[config.mk]
export PLATFORM = sky130hd
export DESIGN_NAME = uart_mmio_ctrl
export DESIGN_NICKNAME = d
export VERILOG_FILES = /design/src/rtl/uart_ctrl_defs.sv /design/src/rtl/uart_sync_2ff.sv /design/src/rtl/uart_mmio_ctrl.sv
export SDC_FILE = /design/constraint.sdc
export NUM_CORES = 1
export LEC_CHECK = 0
export ABC_CLOCK_PERIOD_IN_PS = 2830
export BUFFER_PORTS_ARGS = -buffer_cell sky130_fd_sc_hd__buf_2
export CAP_MARGIN = 20
export CORE_UTILIZATION = 48
export DETAILED_ROUTE_END_ITERATION = 6
export PLACE_DENSITY = 0.9
export SLEW_MARGIN = 0
export SYNTH_ARGS = -nofsm -noshare
export SYNTH_HDL_FRONTEND = slang
export SYNTH_SLANG_ARGS = --single-unit
[constraint.sdc]
create_clock -name sysclk -period 2.83 [get_ports sysclk]
set_clock_uncertainty 0.1 [all_clocks]
set_input_delay 0.1415 -clock sysclk [delete_from_list [all_inputs] [get_ports sysclk]]
set_output_delay 0.1415 -clock sysclk [all_outputs]
set_load 0.01 [all_outputs]
[src/rtl/uart_ctrl_defs.sv]
// Shared definitions for the UART MMIO controller: register offsets, CON bit
// positions and the TX sequencer state encoding.
package uart_ctrl_defs;

    localparam logic [31:0] OFF_TXD = 32'h0;
    localparam logic [31:0] OFF_RXD = 32'h4;
    localparam logic [31:0] OFF_CON = 32'h8;

    localparam int CON_TX_IRQ_EN  = 0;
    localparam int CON_RX_IRQ_EN  = 1;
    localparam int CON_TX_DONE    = 2;
    localparam int CON_RX_VALID   = 3;
    localparam int CON_TX_BUSY    = 4;
    localparam int CON_RX_OVERRUN = 5;
    localparam int CON_TX_DROP    = 6;
    localparam int CON_TX_TIMEOUT = 7;

    typedef enum logic [1:0] {
        ST_IDLE   = 2'd0,
        ST_LAUNCH = 2'd1,
        ST_BUSY   = 2'd2
    } tx_state_e;

endpackage

[src/rtl/uart_sync_2ff.sv]
// Two-flop synchroniser for a single level crossing into the sysclk domain.
module uart_sync_2ff (
    input  logic sysclk,
    input  logic reset,
    input  logic d,
    output logic q
);

    logic meta;

    // NOTE: flops are written with <= so every register samples the pre-edge value.
    always_ff @(posedge sysclk or negedge reset) begin
        if (!reset) begin
            meta <= 1'b0;
            q    <= 1'b0;
        end else begin
            meta <= d;
            q    <= meta;
        end
    end

endmodule

[src/rtl/uart_mmio_ctrl.sv]
// Memory-mapped UART controller: TXD/RXD/CON registers, TX launch sequencer, RX capture.
// Define UART_TX_FIFO_EN to replace the single TX holding register with a FIFO_DEPTH-entry FIFO.
module uart_mmio_ctrl
    import uart_ctrl_defs::*;
#(
    parameter logic [31:0] BASE_ADDR      = 32'h4000_0018,
    parameter logic [15:0] LAUNCH_TIMEOUT = 16'd4096,
    parameter int          FIFO_DEPTH     = 4
) (
    input  logic        sysclk,
    input  logic        reset,
    input  logic [31:0] addr,
    input  logic [31:0] wdata,
    input  logic        mem_write,
    input  logic        mem_read,
    output logic [31:0] rdata,
    output logic [7:0]  tx_data,
    output logic        tx_en,
    input  logic        tx_status,
    input  logic [7:0]  rx_data,
    input  logic        rx_status,
    output logic        irq
);

    localparam logic [31:0] TXD_ADDR = BASE_ADDR + OFF_TXD;
    localparam logic [31:0] RXD_ADDR = BASE_ADDR + OFF_RXD;
    localparam logic [31:0] CON_ADDR = BASE_ADDR + OFF_CON;

    logic tx_idle_s, rx_rdy_s, rx_rdy_d;

    uart_sync_2ff u_sync_tx (.sysclk(sysclk), .reset(reset), .d(tx_status), .q(tx_idle_s));
    uart_sync_2ff u_sync_rx (.sysclk(sysclk), .reset(reset), .d(rx_status), .q(rx_rdy_s));

    logic wr_txd, wr_con, rd_rxd;
    assign wr_txd = mem_write && (addr == TXD_ADDR);
    assign wr_con = mem_write && (addr == CON_ADDR);
    assign rd_rxd = mem_read  && (addr == RXD_ADDR);

    tx_state_e   state;
    logic [15:0] launch_cnt;
    logic        tx_irq_en, rx_irq_en, tx_done, rx_valid, rx_overrun, tx_drop, tx_timeout;
    logic [7:0]  rxd;

    logic done_evt, timeout_evt;
    assign done_evt    = (state == ST_BUSY) && tx_idle_s;
    assign timeout_evt = (state == ST_LAUNCH) && tx_idle_s && (launch_cnt == LAUNCH_TIMEOUT - 16'd1);

    // Pending-byte source seen by the sequencer; store_ok is an accepted TXD write.
    logic       pend_valid, store_ok, queue_busy;
    logic [7:0] pend_byte;

`ifdef UART_TX_FIFO_EN
    localparam int AW = $clog2(FIFO_DEPTH);

    logic [7:0]  fifo_mem [FIFO_DEPTH];
    logic [AW:0] wr_ptr, rd_ptr;
    logic        fifo_empty, fifo_full, pop, push;

    assign fifo_empty = (wr_ptr == rd_ptr);
    assign fifo_full  = (wr_ptr[AW] != rd_ptr[AW]) && (wr_ptr[AW-1:0] == rd_ptr[AW-1:0]);
    assign pop        = (state == ST_IDLE) && !fifo_empty;
    assign store_ok   = wr_txd && (!fifo_full || pop);
    // An empty FIFO in IDLE launches the store directly instead of queueing it.
    assign push       = store_ok && !((state == ST_IDLE) && fifo_empty);
    assign pend_valid = !fifo_empty;
    assign pend_byte  = fifo_mem[rd_ptr[AW-1:0]];
    assign queue_busy = !fifo_empty;

    always_ff @(posedge sysclk or negedge reset) begin
        if (!reset) begin
            wr_ptr <= '0;
            rd_ptr <= '0;
        end else begin
            if (push) wr_ptr <= wr_ptr + 1'b1;
            if (pop)  rd_ptr <= rd_ptr + 1'b1;
        end
    end

    // NOTE: FIFO storage has no reset; the pointers alone define which entries are valid.
    always_ff @(posedge sysclk) begin
        if (push) fifo_mem[wr_ptr[AW-1:0]] <= wdata[7:0];
    end
`else
    logic       hold_full;
    logic [7:0] hold_byte;

    // The holding register stays full for the whole frame and frees on done or timeout.
    assign store_ok   = wr_txd && (!hold_full || done_evt || timeout_evt);
    assign pend_valid = hold_full;
    assign pend_byte  = hold_byte;
    assign queue_busy = hold_full;

    always_ff @(posedge sysclk or negedge reset) begin
        if (!reset) begin
            hold_full <= 1'b0;
            hold_byte <= 8'h00;
        end else if (store_ok) begin
            hold_full <= 1'b1;
            hold_byte <= wdata[7:0];
        end else if (done_evt || timeout_evt) begin
            hold_full <= 1'b0;
        end
    end
`endif

    logic drop_evt, start_evt;
    assign drop_evt  = wr_txd && !store_ok;
    assign start_evt = (state == ST_IDLE) && (pend_valid || store_ok);

    always_ff @(posedge sysclk or negedge reset) begin
        if (!reset) begin
            state      <= ST_IDLE;
            tx_en      <= 1'b0;
            tx_data    <= 8'h00;
            launch_cnt <= 16'd0;
        end else begin
            tx_en <= 1'b0;
            case (state)
                ST_IDLE: if (start_evt) begin
                    state      <= ST_LAUNCH;
                    tx_en      <= 1'b1;
                    tx_data    <= pend_valid ? pend_byte : wdata[7:0];
                    launch_cnt <= 16'd0;
                end
                ST_LAUNCH: begin
                    if (!tx_idle_s)       state <= ST_BUSY;
                    else if (timeout_evt) state <= ST_IDLE;
                    else                  launch_cnt <= launch_cnt + 16'd1;
                end
                ST_BUSY: if (tx_idle_s) state <= ST_IDLE;
                default: state <= ST_IDLE;
            endcase
        end
    end

    logic rx_cap, overrun_evt;
    assign rx_cap      = rx_rdy_s && !rx_rdy_d;
    assign overrun_evt = rx_cap && rx_valid && !rd_rxd;

    // Status flags: a same-cycle set event beats a W1C clear.
    always_ff @(posedge sysclk or negedge reset) begin
        if (!reset) begin
            tx_irq_en  <= 1'b0;
            rx_irq_en  <= 1'b0;
            tx_done    <= 1'b0;
            tx_drop    <= 1'b0;
            tx_timeout <= 1'b0;
            rx_overrun <= 1'b0;
            rx_valid   <= 1'b0;
            rx_rdy_d   <= 1'b0;
            rxd        <= 8'h00;
        end else begin
            if (wr_con) begin
                tx_irq_en <= wdata[CON_TX_IRQ_EN];
                rx_irq_en <= wdata[CON_RX_IRQ_EN];
            end
            tx_done    <= done_evt    || (tx_done    && !(wr_con && wdata[CON_TX_DONE]));
            tx_drop    <= drop_evt    || (tx_drop    && !(wr_con && wdata[CON_TX_DROP]));
            tx_timeout <= timeout_evt || (tx_timeout && !(wr_con && wdata[CON_TX_TIMEOUT]));
            rx_overrun <= overrun_evt || (rx_overrun && !(wr_con && wdata[CON_RX_OVERRUN]));
            rx_valid   <= rx_cap || (rx_valid && !rd_rxd);
            rx_rdy_d   <= rx_rdy_s;
            if (rx_cap) rxd <= rx_data;
        end
    end

    logic [7:0] con_rd;

    // NOTE: every always_comb output gets a default first so no path can infer a latch.
    always_comb begin
        con_rd                 = 8'h00;
        con_rd[CON_TX_IRQ_EN]  = tx_irq_en;
        con_rd[CON_RX_IRQ_EN]  = rx_irq_en;
        con_rd[CON_TX_DONE]    = tx_done;
        con_rd[CON_RX_VALID]   = rx_valid;
        con_rd[CON_TX_BUSY]    = (state != ST_IDLE) || queue_busy;
        con_rd[CON_RX_OVERRUN] = rx_overrun;
        con_rd[CON_TX_DROP]    = tx_drop;
        con_rd[CON_TX_TIMEOUT] = tx_timeout;
    end

    always_comb begin
        rdata = 32'h0;
        if (addr == RXD_ADDR)      rdata[7:0] = rxd;
        else if (addr == CON_ADDR) rdata[7:0] = con_rd;
    end

    assign irq = (tx_done && tx_irq_en) || (rx_valid && rx_irq_en);

    logic unused_ok;
    assign unused_ok = ^{wdata[31:8], 32'(FIFO_DEPTH)};

endmodule

==> After elaboration in Yosys (flattened, before gate mapping) <==
Cells that the tools add are included.
Widths: inputs -> output; s select.
{ "classes": {"add_sub_neg": 1, "eq_ne": 11, "muxes": 16, "reduce_logical": 49} }
{ "ops": {"columns": ["operator", "count"], "rows": [
  ["$eq 32x31->1 const B", 3],
  ["$mux 16", 3],
  ["$pmux 16 s2", 1],
  ["$mux 8", 3],
  ["$logic_and 1x1->1", 23],
  ["$add 16x1->16 const B", 1],
  ["$eq 16x12->1 const B", 1],
  ["$logic_or 1x1->1", 11],
  ["$logic_not 1->1", 8],
  ["$mux 2", 4],
  ["$pmux 2 s3", 1],
  ["$reduce_bool 2->1", 3],
  ["$mux 1", 4],
  ["$ne 2x1->1 const B", 2],
  ["$ne 2x2->1 const B", 2],
  ["$reduce_and 4->1", 1],
  ["$ne 3x3->1 const B", 1],
  ["$reduce_and 3->1", 1],
  ["$eq 2x1->1 const B", 1],
  ["$eq 2x2->1 const B", 1],
  ["$logic_not 2->1", 1],
  ["$reduce_and 2->1", 1]
]} }
{ "totals": {"reg_bits": 56, "word_cells": 96} }

==> Depth between registers and ports, before layout <==
{ "depth": {"depth_word": 9, "ltp_mapped": 8, "ltp_nobuf": 7} }

==> Cells and area by module <==
A second synthesis with hierarchy kept.
{ "unflattened": {"cells_unflattened": 270, "area_unflattened_um2": 2959.1} }
{ "by_module_without_submodules": {"columns": ["module", "instances", "cells_each", "area_each_um2", "seq_area_each_um2"], "rows": [
  ["uart_mmio_ctrl", 1, 266, 2859.0, 1301.2],
  ["uart_sync_2ff", 2, 2, 50.0, 50.0]
]} }

==> Least setup slack after synthesis <==
No wires, ideal clock.
{ "synth_path": {"path_type": "register to register", "start": "register launch_cnt[0]", "end": "register hold_byte[1]", "setup_ns": 0.128, "arrival_time_ns": 1.748, "t_required_ns": 2.602, "slack_ns": 0.855, "path_stages_with_launch": 7, "path_cell_list": "dfrtp_1 -> ha_1 -> nand4_1 -> or3_1 -> o211ai_1 -> nand2_1 -> mux2_1"} }
{ "synth_via": {"elab_chain_len": 4} }
{ "synth_rtl": {"columns": ["item", "line", "text"], "rows": [
  ["start, declared", "uart_mmio_ctrl.sv:40", "logic [15:0] launch_cnt;"],
  ["start signal, assigned", "uart_mmio_ctrl.sv:128", "else launch_cnt <= launch_cnt + 16'd1;"],
  ["$eq 16x12->1", "uart_mmio_ctrl.sv:46", "assign timeout_evt = (state == ST_LAUNCH) && tx_idle_s && (launch_cnt == LAUNCH_TIMEOUT - 16'd1);"],
  ["$logic_and 1x1->1", "uart_mmio_ctrl.sv:46", null],
  ["$logic_or 1x1->1", "uart_mmio_ctrl.sv:88", "assign store_ok = wr_txd && (!hold_full || done_evt || timeout_evt);"],
  ["$logic_and 1x1->1", "uart_mmio_ctrl.sv:88", null],
  ["end signal, assigned", "uart_mmio_ctrl.sv:99", "hold_byte <= wdata[7:0];"],
  ["end, declared", "uart_mmio_ctrl.sv:85", "logic [7:0] hold_byte;"]
]} }
Every way passes these cells.
A chain may end at the register's enable or synchronous reset.

==> Worst setup path in the final report <==
{ "layout_path": {"start": "register launch_cnt[0]", "end": "register launch_cnt[8]"} }
{ "layout_via": {"elab_chain_len": 8} }
{ "layout_rtl": {"columns": ["item"], "rows": [
  ["branches (longest 8 deep; another with $add 16x1->16)"]
]} }
Parallel ways; which one is timed is not known. The select of a mux whose other input is x is not followed.

==> results by group <==
Setup path
  – Reg2Reg Setup Slack: ~0.34 ns
  – Reg2reg end: launch_cnt[8]
  – CP cell instances: ha_1 > nand4_1 > or2_0 > o21ai_1 > and3_4 > clkinv_2 > a221oi_1
  – Crit path launch type: flop
  – Critical path class: flop to flop
  – CP required: just under 3 ns
  – Max stage delay cell, worst path: dfrtp_1
  – Crit Path Max Fanout: 14
  – Worst r2r src: launch_cnt[0]
  – Reg2Reg Depth: 7
  – Largest stage delay, worst path: 0.41 ns
  – CP endpoint kind: flop
  – Worst EP arrival: around 2.6 ns

Route
  – Detail Route Antenna Nets: 0
  – Starting DRC count in detailed routing: approximately 280
  – Vias per std cell: just under 6
  – Routed Wire Length: around 7.3 mm
  – DRC: 0
  – Post-DR wirelength/cell: ~16 µm
  – Routed vias: roughly 2600
  – Drt pass-1 iters: 5

Logic synthesis
  – Main synth FF type: dfrtp_1
  – Synth area leader: dfrtp_1
  – Most frequent cell after synthesis: dfrtp_1
  – Syn avg cell area: ~10 µm²
  – Synth cell count leaders: dfrtp_1, buf_4, a21oi_1
  – Unique masters post-synth: 47
  – Largest cells by area after synthesis: dfrtp_1, mux2_2, buf_4, mux2i_1, a21oi_1
  – Seq/Total Area, Yosys: 0.4782
  – Share of synthesized registers carrying an async set or reset: 1.000
  – Share of the synthesized area in the top cell type: 0.4782
  – Synth Warn #: 0
  – Post-Syn Instances: between 200 and 300
  – EDFF count, synth: 0
  – Mapped Area: between 2000 and 3000 µm²
  – Flops & latches, synth: 56

Power and ir drop
  – Clock power share: 0.341
  – Sw Ratio: 0.2177
  – Sequential Power Share: 0.574
  – Max rail drop VDD: about 0.00025 V
  – Leakage: 1.620 nW
  – Power Internal: ~1.1 mW
  – Pwr dens: just over 400 nW/µm²
  – NetSw: about 0.32 mW
  – Comb pwr share: 0.086

Clock network
  – # resized after CTS: 0
  – Maximum buffer depth of the clock tree: 2
  – Clock Sink Count: 56
  – CTS buffer count: 5
  – H-tree depth: 2
  – CTS tree: done
  – Skew-Pair Late Insertion Delay: 0.30 ns
  – Root buf cell: clkbuf_8
  – CTS clock-pin slew for the worst setup and hold paths: approximately 0.09 ns

Timing
  – Worst slew margin: 0.4463
  – Final setup violation count: 0
  – Aggregate negative setup slack: 0 ns
  – Min Tclk post-route: 2.487 ns
  – Endpoints failing hold: 0
  – Final cycle utilization of the critical path: 0.8787
  – Hold slack: between 0.015 and 0.02 ns
  – Peak Freq: between 0.4 and 0.5 GHz
  – Unrepaired setup endpoints after global routing: no
  – Slew Limit Fails: 0
  – Worst slew pin tran: roughly 0.83 ns

Global route
  – Pin count of the biggest net entering global routing: 41
  – Antenna violations before repair: 1
  – Gr ovfl total: 0
  – Vias in the first global route: ~2500
  – GRT Resource Usage Total: 0.2346
  – First-pass GRT wire length: about 11 mm

Place
  – Placed insts: ~420
  – Final HPWL from detailed placement: between 4 and 5 mm
  – GPL Wtd Cong: around 0.84
  – Placed cell areas: around 3300 µm²
  – Port Buf Inserts: just over 70

Worst hold path
  – Worst hold path class: input pin to flop
  – Worst Hold Depth: 2
  – Hold path start: wdata[6]
  – Worst Hold End: hold_byte[6]

Finish
  – Layout area overhead: 20.97%
  – Final net count: between 400 and 500
  – Fill count: between 400 and 500
  – Post-route cell area: 3545 µm²
  – Final cell count without fillers: 444
  – Ratio of cells with drive above 1 in the final layout: 0.3071

Die
  – Die Ht: roughly 80 µm
  – Die Area: 6422 µm²
  – Row cnt: 28
  – Ports: 120
  – Core Region: roughly 6000 µm²
  – Die width: approximately 80 µm
  – Starting Density: 0.4949

Run status
  – Status: finished, final reports clean

Run
  – Max Cap Viol: 0
-- final cells by class --
class | count | area, µm² | area share
clock buffer | 5 | 68.82 | 0.01941
timing repair buffer | 92 | 550.5 | 0.1553
clock inverter | 1 | 30.03 | 0.008472
sequential | 56 | 1401 | 0.3953
antenna | 1 | 2.502 | 0.0007060
tap | 75 | 93.84 | 0.02647
inverter | 7 | 27.53 | 0.007766
multi-input combinational | 207 | 1370 | 0.3865
-- worst max path at each step --
stage                             start             to  slack, ns  cells past startpoint
after global placement    launch_cnt[0]  launch_cnt[8]       0.52                      7
after global routing      launch_cnt[0]  launch_cnt[8]       0.15                      7
after floorplan           launch_cnt[0]   hold_byte[1]       0.85                      6
after detailed placement  launch_cnt[0]  launch_cnt[8]       0.37                      7
after CTS                 launch_cnt[0]  launch_cnt[8]       0.37                      7
final                     launch_cnt[0]  launch_cnt[8]       0.34                      7
-- metal layers --
metal / vias to the layer above / share of wire / GRT usage / wire length (µm)
met5: - / 0 / 0 / 0
met1: 1225 / 0.39 / 0.2723 / 2852
met4: 0 / 0.033 / 0.08929 / 236
met3: 33 / 0.072 / 0.05000 / 525
li1: 1177 / - / - / -
met2: 169 / 0.50 / 0.4214 / 3644
-- repair_timing --
action                    in CTS  in global routing
buffers inserted               0                  0
hold endpoints to repair      30                  1
hold buffers                  14                  1
-- state kept, by name (all words and copies together), names as in the netlist --
register / count
u_sync_rx.q: 1
rx_overrun: 1
u_sync_tx.q: 1
rx_irq_en: 1
u_sync_rx.meta: 1
tx_drop: 1
tx_timeout: 1
hold_full: 1
hold_byte: 8
rx_rdy_d: 1
rx_valid: 1
state: 2
tx_irq_en: 1
tx_en: 1
launch_cnt: 16
tx_data: 8
tx_done: 1
rxd: 8
u_sync_tx.meta: 1
-- stage by stage --
step                total power [mW]  utilization  setup slack, ns
finish                         1.451       0.5987           0.3433
global route                   1.509       0.5987           0.1538
CTS                            1.457       0.5966           0.3651
detailed placement            0.9547       0.5562           0.3694
global placement              0.9496       0.5562           0.5231
floorplan                     0.9104            -           0.8548
-- cell families (layout without fill, tap and decap cells) --
| logic type | count (synthesis) | after routing | synth area share |
|---|---|---|---|
| fa+ha+maj | 1 | 1 | 0.004269 |
| compound gates | 72 | 72 | 0.1631 |
| mux | 28 | 28 | 0.1033 |
| other cells | 1 | 25 | 0.001280 |
| simple gates | 82 | 82 | 0.1644 |
| flops | 56 | 56 | 0.4782 |
| buf+inv | 40 | 105 | 0.08539 |
-- power by group through the flow --
stage | sequential, mW | clock [mW] | combinational (mW)
after detailed placement | 0.847 | 0 | 0.107
final | 0.832 | 0.494 | 0.125
after global placement | 0.845 | 0 | 0.104
after global routing | 0.834 | 0.536 | 0.138
after CTS | 0.831 | 0.503 | 0.123
after floorplan | 0.843 | 0 | 0.0674
-- cell usage in the layout (no fill, tap or decap), drive strengths merged, types with 2 or more instances in the layout --
cell / instances
conb: 24
or3: 9
nand3: 7
mux2i: 10
dfrtp: 56
nand2: 17
clkbuf: 5
inv: 6
a22o: 9
o21a: 6
a31o: 2
nor3: 5
nor4: 9
or2: 3
nand4b: 2
buf: 77
dlygate4sd3: 15
mux2: 18
nor2b: 2
nor2: 10
o21ai: 7
nand4: 5
a41oi: 3
a21oi: 19
a21o: 3
nand3b: 2
o22ai: 8
and3: 6
a31oi: 9
nand2b: 2
-- worst max-delay path, delay by kind of cell (launching register included) --
| kind | cells | cell delay [ns] |
|---|---|---|
| AO/OA/AOI/OAI | 2 | 0.67 |
| adder cells (fa/ha/maj) | 1 | 0.23 |
| buffers and inverters | 1 | 0.20 |
| flip-flops | 1 | 0.41 |
| AND/OR/NAND/NOR | 3 | 0.78 |
(Power assumes the default switching activity.)
